### src/rtl/fetch_unit.sv
// rtl/fetch_unit.sv - instruction fetch unit with a one-entry output register and redirect flush
// Optional macro FETCH_FAULT_EN adds alignment/bounds fault detection with a sticky fault flag.
`ifndef MEM_ADDR_WIDTH
`define MEM_ADDR_WIDTH 8
`endif
`ifndef WORD_WIDTH
`define WORD_WIDTH 32
`endif
`ifndef IMEM_DEPTH
`define IMEM_DEPTH 256
`endif

module fetch_unit #(
  parameter int          ADDR_WIDTH = `MEM_ADDR_WIDTH,
  parameter int          WORD_WIDTH = `WORD_WIDTH,
  parameter int          MEM_SIZE   = `IMEM_DEPTH,
  parameter logic [31:0] RESET_PC   = 32'h0000_0000
) (
  input  logic                  clk,
  input  logic                  rst,
  output logic [ADDR_WIDTH-1:0] imem_addr,
  input  logic [WORD_WIDTH-1:0] imem_inst,
  input  logic                  fetch_en,
  input  logic                  redirect_valid,
  input  logic [31:0]           redirect_pc,
  output logic                  out_valid,
  input  logic                  out_ready,
  output logic [WORD_WIDTH-1:0] out_inst,
  output logic [31:0]           out_pc,
  output logic                  fault
);

  typedef enum logic [1:0] {S_WAIT, S_RUN, S_FAULT} state_t;

  state_t                state_q, state_d;
  logic [31:0]           pc_q, pc_d;
  logic                  out_valid_q, out_valid_d;
  logic [WORD_WIDTH-1:0] out_inst_q, out_inst_d;
  logic [31:0]           out_pc_q, out_pc_d;
  logic                  fault_q, fault_d;
  logic                  load_ok;
  logic                  load;
  logic                  bad_addr;

`ifdef FETCH_FAULT_EN
  localparam logic [29:0] MEM_WORDS = 30'(MEM_SIZE);
  assign bad_addr = (pc_q[1:0] != 2'b00) || (pc_q[31:2] >= MEM_WORDS);
`else
  assign bad_addr = 1'b0;
`endif

  assign imem_addr = pc_q[ADDR_WIDTH+1:2];
  assign out_valid = out_valid_q;
  assign out_inst  = out_inst_q;
  assign out_pc    = out_pc_q;
  assign fault     = fault_q;

  // A slot is available when the register is empty or being drained this cycle.
  assign load_ok = (state_q == S_RUN) && fetch_en && !redirect_valid &&
                   (!out_valid_q || out_ready);
  assign load    = load_ok && !bad_addr;

  always_comb begin
    state_d     = state_q;
    pc_d        = pc_q;
    out_valid_d = out_valid_q;
    out_inst_d  = out_inst_q;
    out_pc_d    = out_pc_q;
    fault_d     = fault_q;
    if (redirect_valid) begin
      pc_d        = redirect_pc;
      out_valid_d = 1'b0;
      state_d     = S_RUN;
      fault_d     = 1'b0;
    end else begin
      if (state_q == S_WAIT) begin
        state_d = S_RUN;
      end
      if (load) begin
        out_inst_d  = imem_inst;
        out_pc_d    = pc_q;
        out_valid_d = 1'b1;
        pc_d        = pc_q + 32'd4;
      end else begin
        if (out_valid_q && out_ready) begin
          out_valid_d = 1'b0;
        end
`ifdef FETCH_FAULT_EN
        if (load_ok) begin
          fault_d = 1'b1;
          state_d = S_FAULT;
        end
`endif
      end
    end
  end

  always_ff @(posedge clk or posedge rst) begin
    if (rst) begin
      state_q     <= S_WAIT;
      pc_q        <= RESET_PC;
      out_valid_q <= 1'b0;
      out_inst_q  <= '0;
      out_pc_q    <= 32'd0;
      fault_q     <= 1'b0;
    end else begin
      state_q     <= state_d;
      pc_q        <= pc_d;
      out_valid_q <= out_valid_d;
      out_inst_q  <= out_inst_d;
      out_pc_q    <= out_pc_d;
      fault_q     <= fault_d;
    end
  end

endmodule

### config.mk
export PLATFORM = sky130hd
export DESIGN_NAME = fetch_unit
export DESIGN_NICKNAME = d
export VERILOG_FILES = /design/src/rtl/fetch_unit.sv
export SDC_FILE = /design/constraint.sdc
export NUM_CORES = 1
export LEC_CHECK = 0
export ABC_AREA = 1
export CELL_PAD_IN_SITES_DETAIL_PLACEMENT = 0
export CELL_PAD_IN_SITES_GLOBAL_PLACEMENT = 1
export CORE_ASPECT_RATIO = 1.5
export CORE_MARGIN = 5
export CORE_UTILIZATION = 37
export DETAILED_ROUTE_END_ITERATION = 10
export PLACE_DENSITY_LB_ADDON = 0.3
export SYNTH_ARGS = -nofsm -noshare
export SYNTH_HDL_FRONTEND = slang
export SYNTH_SLANG_ARGS = --single-unit
### constraint.sdc
create_clock -name clk -period 7.6 [get_ports clk]
set_clock_uncertainty 0.05 [all_clocks]
set_input_delay 1.9 -clock clk [delete_from_list [all_inputs] [get_ports clk]]
set_output_delay 1.9 -clock clk [all_outputs]
set_load 0.05 [all_outputs]
-- After elaboration in Yosys (flattened, before gate mapping)
Index checks and enable logic that the tools add are counted.
- register bits after elaboration: 99
- latch bits: 0
- RAM bits: 0
- ROM bits: 0
- input bits: 69
- word-level logic and storage cells: 27
- memories kept: 0
- $add $sub $neg: 1
- $mul: 0
- div/mod/pow operators: 0
- $lt $le $gt $ge: 0
- eq/ne operators: 1
- shift-type cells: 0
- mux-type cells: 7
- bitwise gates (word level): 1
- reduce and logical (&&, ||, !) cells: 12
- operator list (cell ; count):
    $mux W32 ; 2
    $add A32 B3 Y32 const B ; 1
    $logic_and A1 B1 Y1 ; 4
    $mux W2 ; 2
    $reduce_bool A2 Y1 ; 2
    $mux W1 ; 3
    $reduce_bool A3 Y1 ; 1
    $eq A2 B1 Y1 const B ; 1
    $logic_not A1 Y1 ; 2
    $logic_not A2 Y1 ; 1
    $reduce_and A2 Y1 ; 1
    $logic_or A1 B1 Y1 ; 1
    $not A1 Y1 ; 1

-- Depth between registers and ports, before layout
Gate-level depths: netlist of run 1.
- depth after elaboration: 6
- gate-level depth with buffers: 10
- mapped depth without buffers: 10

-- Least setup slack after synthesis of run 1
Ideal clock, no wire load.
- path kind: input port to flip-flop
- start: input port out_ready
- end: register pc_q[27]
- setup time: 0.080 ns
- arrival: 2.706 ns
- setup slack: 4.764 ns
- stages on the path: 7
- cell sequence: inv_1 > nand2_1 > nand2_2 > nor2_4 > buf_2 > nand2_1 > o211ai_2
- cells in the longest elaborated chain, start to end: 3
- ends and longest elaborated chain (item ; line ; source):
    start: declaration ; 27 ; input logic out_ready,
    $logic_or A1 B1 Y1 ; 60 ; (!out_valid_q || out_ready);
    $logic_and A1 B1 Y1 ; 59 ; assign load_ok = (state_q == S_RUN) && fetch_en && !redirect_valid &&
    $reduce_bool A2 Y1 (no line) ; - ;
    end signal: assignment ; 108 ; pc_q <= pc_d;
    end: declaration ; 36 ; logic [31:0] pc_q, pc_d;
No other way between the ends.
A chain may end at the register's enable or synchronous reset.

-- Worst setup path after layout of run 1
- start: input port redirect_valid
- end: register pc_q[29]
- cells in the longest elaborated chain, start to end: 4
- elaborated cells on any way between the ends: 5
- those cells by class: 1 x mux; 4 x reduce/logical
- ends and longest elaborated chain (item ; line ; source):
    start: declaration ; 24 ; input logic redirect_valid,
    $logic_not A1 Y1 ; 59 ;
    $logic_and A1 B1 Y1 (2 in a row) ; 59 ;
    $reduce_bool A2 Y1 (no line) ; - ;
Several ways; a longest one is shown, not always the timed one.

==> results.toml, run 1 <==
[critical_path]
required_ns = 7.83
cp-start-kind = "input port"
critPathMaxFanout = 91
ff2ff_path_depth = 6
cp-end-kind = "flop"
rr_endpoint = "pc_q[20]"
path_class = "in -> reg"
r2r_start = "out_valid"
cp.arrival_ns = 4.26
rrSetupSlack_ns = 5.45

[power]
combinationalPowerShare = 0.337
p_sw_w = 0.000671
sw_frac_of_total = 0.380
power_density_mw_per_mm2 = 268
finalPower_w = 0.00177
p_leak_nw = 3.07
power_frac_clock = 0.287
internal-power_w = 0.00110
seqPwrFrac = 0.376
ir_drop_v = 0.000108

[clock_tree]
clockBufferDepth = 2
cts_setup_buffers = 0
clkLatencyLatePin_ns = 0.35
cts_root_buf = "clkbuf_16"
htreeDepth = 3
hold_buffers = 0
cts_tree = "built"
path_clk_slew_ns = 0.07
cts_inserted_buffers = 9
cts-resized-gates = 0
clock-sinks = 98

[synthesis]
synth_nets = 688
yosysWarnings = 0
synth_area_mm2 = 0.00482
synthCells = 618
synth_area_leader_cell = "dfrtp_1"
postSynthAreaPerCell_um2 = 7.81
yosysSeqAreaShare = 0.508
ys_types = 34
synth_seq_cells = 98
synth_area_leaders = "dfrtp_1, nand2_1, o21ai_0"
synth.top_cell.area_share = 0.508

[floorplan]
die_y_um = 150
design.die.area_mm2 = 0.0155
io_pins = 143
rows = 51
start_util = 0.374
core-area_mm2 = 0.0129
die_w_um = 103

[drt]
ant_nets = 0
via_per_inst = 4.80
wire_per_inst_um = 15.3
drcViolationCount = 0
drtPass1Iterations = 4
via_count = 4340
drtIter0Drc = 239
wl_mm = 13.8

[cells_and_area]
syn2layout_area_growth_pct = 36.9
fillers = 1277
finish.instance_area_mm2 = 0.00660
antenna_cells = 0
layout-drive-gt1-share = 0.0711
nets = 810

[global_route]
gr-total-overflow = 0
antenna_found_initial = 0
grt_max_degree = 92
grt_pass1_vias = 4380
grt_pass1_wl_mm = 22.5
globalRouteTotalUtil = 0.185

[timing]
tns_ns = 0
fin_crit_sh = 0.530
finalMaxSlewViolations = 0
setup_violations = 0
rsz0062_at_grt = "false"
holdWs_ns = 0.417
maxSlewHeadroom = 0.403
min_period_ns = 4.03
timing.fmax_ghz = 0.248
report.final.hold_viol_count = 0
tightest_slew_ns = 0.896

[worst_hold_path]
whs_path_depth = 2
min_from = "out_pc[11]"
min_to = "out_pc[11]"
hold_class = "reg -> reg"

[placement]
gp_congestion = 0.856
port_buffers = 141
place.detailed.hpwl_mm = 10.1
place_area_mm2 = 0.00627

[run]
drv_cap = 0

[status]
status = "completed"
==> layout by cell type, fill, tap and decap left out <==
| master | n |
|---|---|
| conb_1 | 2 |
| a31oi_1 | 2 |
| nor2_2 | 5 |
| o2111ai_1 | 1 |
| a211oi_1 | 2 |
| nand3_1 | 31 |
| inv_4 | 2 |
| o22ai_1 | 2 |
| nand4_1 | 9 |
| inv_6 | 2 |
| nand2_4 | 2 |
| nor2_4 | 6 |
| nand3_2 | 3 |
| bufinv_16 | 2 |
| inv_1 | 48 |
| nand2_2 | 11 |
| o21ai_0 | 41 |
| clkinv_8 | 1 |
| clkinv_4 | 2 |
| o211ai_2 | 1 |
| a21oi_2 | 1 |
| o21a_1 | 2 |
| o211ai_1 | 5 |
| nor3_1 | 2 |
| nand3b_1 | 5 |
| inv_2 | 3 |
| clkdlybuf4s50_1 | 141 |
| o21ai_1 | 2 |
| a21oi_1 | 14 |
| nand2_1 | 231 |
| nor2_1 | 52 |
| buf_4 | 3 |
| dfrtp_1 | 98 |
| clkbuf_16 | 9 |
| xor2_1 | 1 |
| ha_1 | 1 |
==> worst max-delay path by stage <==
| stage | start | end | slack [ns] | depth (start not counted) |
|---|---|---|---|---|
| 2_1_floorplan | rst | out_inst[0] | 3.09 | 1 |
| 3_3_place_gp | redirect_valid | pc_q[29] | 3.28 | 7 |
| 3_5_place_dp | redirect_valid | pc_q[29] | 3.21 | 7 |
| 4_1_cts | redirect_valid | pc_q[29] | 3.58 | 7 |
| 5_1_grt | redirect_valid | pc_q[28] | 3.32 | 7 |
| 6_report | redirect_valid | pc_q[29] | 3.57 | 7 |
==> synth_stat cells, drive strengths merged <==
cell     number
o2111ai       1
o22ai         2
o211ai        6
o21a          2
nand2       244
o21ai        43
inv          53
conb          2
nor2         63
nand3        34
ha            1
nand4         9
a21oi        15
a211oi        2
xor2          1
nor3          2
clkbuf        5
a31oi         2
dfrtp        98
buf          28
nand3b        5
==> metal layers <==
layer  GRT usage  vias to the layer above  part of all wire
li1            -                     2184                 -
met2       0.322                      123              0.51
met3      0.0331                       11             0.055
met5           0                        -                 0
met4      0.0538                        0             0.013
met1       0.232                     2022              0.42
==> critical path, cell delays in order <==
cell and delay (ns):
clkdlybuf4s50_1 0.39, buf_4 0.25, inv_2 0.48, nand2_4 0.61, nor2_1 0.33, nand4_1 0.11
nand3b_1 0.11
==> layout make-up <==
class                      instances  area (um2)  share of cell area
inverter                          53         204              0.0309
timing repair buffer             144        1430               0.217
sequential                        98        2450               0.371
tap                              159         199              0.0301
clock buffer                       9         225              0.0341
clock inverter                     7         111              0.0169
multi-input combinational        434        1980               0.300
==> power groups by stage <==
stage | combinational [W] | clock, W | sequential, W
after floorplan | 0.000166 | 0 | 0.000889
after detailed placement | 0.000601 | 0 | 0.000674
after global routing | 0.000637 | 0.000546 | 0.000677
after global placement | 0.000596 | 0 | 0.000671
final | 0.000595 | 0.000507 | 0.000665
after CTS | 0.000603 | 0.000520 | 0.000665
==> logic make-up after synthesis <==
group	Yosys count	synth area share
buf+inv	86	0.0817
compound gates	73	0.0845
flops	98	0.508
other cells	2	0.00156
simple gates	357	0.320
fa+ha+maj	1	0.00259
xor+xnor	1	0.00182
==> state kept, by name, indices dropped and copies added (netlist names) <==
| signal | cells |
|---|---|
| out_inst | 32 |
| out_pc | 32 |
| pc_q | 32 |
| out_valid | 1 |
| state_q | 1 |
==> stage by stage <==
stage | utilization | setup slack, ns | cells
3_3_place_gp | 0.486 | 3.28 | 888
3_5_place_dp | 0.486 | 3.21 | 888
6_report | 0.512 | 3.57 | 904
2_1_floorplan | - | 3.09 | 618
4_1_cts | 0.512 | 3.58 | 904
5_1_grt | 0.512 | 3.32 | 904
Power figures use the tool's default switching activity.
==> run 2, diff against run 1 <==
- CORE_UTILIZATION: 37 -> 31
- clock period: 7.6 -> 3.7 ns (I/O delays scaled with it)
==> run 2 against run 1 <==
Cell area increased by 1.3%. Final cell count is 5.3% higher. Setup slack worse by 2.5 ns. Sequential power increased by 110%. Via count down 0.16%. Wire length is 3.2% higher. Largest cell class unchanged.
==> results.toml, run 2 (synthesis results as in run 1) <==
[power]
p_leak_nw = 3.08
power_density_mw_per_mm2 = 536
ir_drop_v = 0.000206

[drt]
ant_nets = 0
wl_mm = 14.3
wire_per_inst_um = 15.0
drcViolationCount = 0
drtPass1Iterations = 5
via_per_inst = 4.55
via_count = 4333
drtIter0Drc = 251

[critical_path]
cp_slowest_stage_delay_ns = 0.87
rrSetupSlack_ns = 1.78
cp.arrival_ns = 1.66
cp-start-kind = "flop"
path_delay_family = "buffers and inverters"
cp-end-kind = "primary output"
critPathMaxFanout = 6
r2r_start = "state_q[0]"
path_class = "reg -> out"
ff2ff_path_depth = 8
path_buf_inv = 1
rr_endpoint = "pc_q[2]"
critical_path.slowest_cell = "clkdlybuf4s50_1"
required_ns = 2.72
path_cells = "clkdlybuf4s50_1"

[floorplan]
die_y_um = 163
core-area_mm2 = 0.0155
start_util = 0.312
io_pins = 143
die_w_um = 112
design.die.area_mm2 = 0.0182
rows = 56

[placement]
post-place-cells = 937
port_buffers = 141
gp_congestion = 0.852
place.detailed.hpwl_mm = 10.6
dp_slack_ns = 0.759

[global_route]
grt_max_degree = 56
globalRouteTotalUtil = 0.162
grt_pass1_vias = 4623
antenna_found_initial = 0
gr-total-overflow = 0
grt_pass1_wl_mm = 23.7

[timing]
report.final.hold_viol_count = 0
fin_crit_sh = 0.712
maxSlewHeadroom = 0.533
tns_ns = 0
setup_violations = 0
timing.fmax_ghz = 0.380
rsz0062_at_grt = "false"
fin_ws_ns = 1.06
tightest_slew_ns = 0.700
finalMaxSlewViolations = 0
min_period_ns = 2.64

[cells_and_area]
syn2layout_area_growth_pct = 38.6
final_cell_mix = "nand2_1, clkdlybuf4s50_1, dfrtp_1"
antenna_cells = 0
layout-drive-gt1-share = 0.0761
layout_commonest_cell = "nand2_1"
nets = 815
stdcell_count = 952

[clock_tree]
clkLatencyLatePin_ns = 0.34
clockBufferDepth = 2
cts_inserted_buffers = 9
cts_root_buf = "clkbuf_16"
cts-resized-gates = 0
path_clk_slew_ns = 0.07
clock-sinks = 98
hold_buffers = 0
cts_setup_buffers = 0
htreeDepth = 3
cts_tree = "built"

[worst_hold_path]
whs_path_depth = 2
hold_class = "reg -> reg"
min_from = "out_inst[18]"
min_to = "out_inst[18]"

[status]
status = "completed"

[run]
drv_cap = 0
[run 2: cell count changes in the layout (fill, tap and decap cells not counted)]
cell | before | now
clkinvlp_4 | 0 | 1
clkinv_4 | 2 | 0
clkinv_8 | 1 | 0
clkinv_2 | 0 | 1
buf_4 | 3 | 7
buf_12 | 0 | 1
[run 2: cell type report]
type / instances / area [um2]
flip-flops and latches: 98 / 2450
inverters: 53 / 204
fillers: 1588 / 8800
well taps: 203 / 254
clock buffers: 9 / 225
clock inverters: 6 / 90.1
multi-input cells: 434 / 1980
repair buffers: 149 / 1480
[run 2: worst max path at each step]
| stage | slack (ns) | depth (start not counted) | startpoint | to |
|---|---|---|---|---|
| global route | 0.96 | 10 | out_ready | pc_q[12] |
| floorplan | 0.16 | 1 | rst | out_inst[0] |
| CTS | 1.05 | 1 | pc_q[3] | imem_addr[1] |
| detailed placement | 0.76 | 8 | out_ready | pc_q[20] |
| finish | 1.06 | 1 | pc_q[3] | imem_addr[1] |
| global placement | 0.79 | 8 | out_ready | pc_q[20] |
[run 2: through the flow]
stage	cell area [um2]	total power, W	utilization	hold WS [ns]
2_1_floorplan	4820	0.00217	-	0.421
3_3_place_gp	6370	0.00262	0.412	0.406
3_5_place_dp	6370	0.00263	0.412	0.408
4_1_cts	6690	0.00364	0.432	0.425
5_1_grt	6690	0.00378	0.432	0.437
6_report	6690	0.00359	0.432	0.421
[run 2: routing by layer]
metal / GRT usage / part of all wire / vias up / wire length, um
met1: 0.195 / 0.42 / 2027 / 6050
met2: 0.294 / 0.52 / 101 / 7450
met4: 0.0443 / 0.014 / 0 / 205
li1: - / - / 2192 / -
met3: 0.0305 / 0.039 / 13 / 550
met5: 0 / 0 / - / 0
[run 2: where the power goes]
part | leakage, nW | internal, W | switching, W | total (W)
logic | 1.74 | 0.000411 | 0.000818 | 0.00123
registers | 1.19 | 0.00124 | 0.000124 | 0.00137
clock network | 0.152 | 0.000592 | 0.000401 | 0.000993
==> run 3, diff against run 2 <==
- CORE_UTILIZATION: 31 -> 34
- clock period: 3.7 -> 2.7 ns (I/O delays scaled with it)
==> run 3 against run 2 <==
Combinational power up 37%. Largest power group unchanged. First-iteration DRC count down 41%. Setup slack worse by 0.76 ns. Largest cell class unchanged. Cell area down 0.26%. Highest routed layer unchanged.
==> results.toml, run 3 (synthesis results as in run 1) <==
[status]
status = "completed"

[clock_tree]
cts_tree = "built"
hold_buffers = 0
clkLatencyLatePin_ns = 0.35
cts-resized-gates = 0
cts_setup_buffers = 0
clockBufferDepth = 2
clock-sinks = 98
htreeDepth = 3
cts_inserted_buffers = 9
cts_root_buf = "clkbuf_16"
path_clk_slew_ns = 0.07

[cells_and_area]
layout-drive-gt1-share = 0.0798
final_cell_mix = "nand2_1, clkdlybuf4s50_1, dfrtp_1"
finish.instance_area_mm2 = 0.00667
layout_commonest_cell = "nand2_1"
antenna_cells = 0
nets = 817
syn2layout_area_growth_pct = 38.3

[global_route]
grt_pass1_wl_mm = 22.4
met1_usage = 0.202
grt_max_degree = 63
use_met2 = 0.301
gr-total-overflow = 0
use_met3 = 0.0298
busiest_layer = "met2"
antenna_found_initial = 0
globalRouteTotalUtil = 0.170
grt_pass1_vias = 4495

[power]
ir_drop_v = 0.000317
p_leak_nw = 3.08
power_density_mw_per_mm2 = 720

[critical_path]
path_class = "reg -> out"
critPathMaxFanout = 6
path_cells = "clkdlybuf4s50_1"
required_ns = 1.98
cp-end-kind = "primary output"
cp-start-kind = "flop"
critical_path.slowest_cell = "clkdlybuf4s50_1"
cp_slowest_stage_delay_ns = 0.86
path_buf_inv = 1
cp.arrival_ns = 1.67
path_delay_family = "buffers and inverters"

[placement]
port_buffers = 141
place.detailed.hpwl_mm = 10.5
place_area_mm2 = 0.00639
gp_congestion = 0.824

[floorplan]
die_y_um = 156
design.die.area_mm2 = 0.0167
start_util = 0.345
core-area_mm2 = 0.0140
die_w_um = 107
io_pins = 143
rows = 53

[timing]
maxSlewHeadroom = 0.634
min_period_ns = 2.40
tightest_slew_ns = 0.547
timing.fmax_ghz = 0.418
holdWs_ns = 0.421
tns_ns = 0
report.final.hold_viol_count = 0
finalMaxSlewViolations = 0
rsz0062_at_grt = "false"
fin_crit_sh = 0.887
setup_violations = 0

[drt]
wl_mm = 14.0
via_count = 4356
drcViolationCount = 0
via_per_inst = 4.61
ant_nets = 0
drtPass1Iterations = 6
drtIter0Drc = 149
wire_per_inst_um = 14.9

[worst_hold_path]
hold_class = "reg -> reg"

[run]
drv_cap = 0
[run 3: changes by cell type in the layout (fill, tap and decap cells not counted)]
| cell | before | now |
|---|---|---|
| buf_12 | 1 | 2 |
| clkinvlp_4 | 1 | 3 |
| inv_6 | 2 | 3 |
| inv_8 | 0 | 1 |
| buf_4 | 7 | 8 |
| inv_4 | 2 | 1 |
| bufinv_16 | 2 | 0 |
[run 3: layout make-up]
| cell class | count | area [um2] |
|---|---|---|
| Clock buffer | 9 | 225 |
| Sequential cell | 98 | 2450 |
| Tap cell | 192 | 240 |
| Inverter | 53 | 205 |
| Clock inverter | 7 | 57.6 |
| Fill cell | 1403 | 7320 |
| Timing Repair Buffer | 151 | 1510 |
| Multi-Input combinational cell | 434 | 1980 |
[run 3: metrics by stage]
stage                     std cells  utilization  power [W]  setup slack (ns)
after detailed placement        928        0.456    0.00361             0.235
final                           944        0.477    0.00480             0.305
after CTS                       944        0.477    0.00486             0.286
after global placement          928        0.456    0.00359             0.265
after floorplan                 618            -    0.00297             0.813
after global routing            944        0.477    0.00505             0.234
[run 3: path summary, 6_finish.rpt]
path | from | to | slack (ns) | depth (start not counted)
hold / removal | out_inst[6] | out_inst[6] | 0.42 | 2
setup reg to reg | pc_q[3] | pc_q[30] | 0.94 | 8
hold reg to reg | out_inst[6] | out_inst[6] | 0.42 | 2
setup / recovery | pc_q[4] | imem_addr[2] | 0.30 | 1
max in group asynchronous | rst | pc_q[30] | 1.56 | 3
min in group asynchronous | rst | out_inst[27] | 0.71 | 3
[run 3: report_power, final]
| part | switching [W] | total, W | internal, W |
|---|---|---|---|
| registers | 0.000176 | 0.00188 | 0.00170 |
| logic | 0.00112 | 0.00169 | 0.000566 |
| clock network | 0.000599 | 0.00124 | 0.000640 |
| total | 0.00190 | 0.00480 | 0.00291 |
[run 3: layer usage]
| metal | vias to the layer above | share of wire |
|---|---|---|
| met5 | - | 0 |
| met4 | 0 | 0.023 |
| met3 | 20 | 0.046 |
| met2 | 125 | 0.51 |
| met1 | 2018 | 0.42 |
| li1 | 2193 | - |
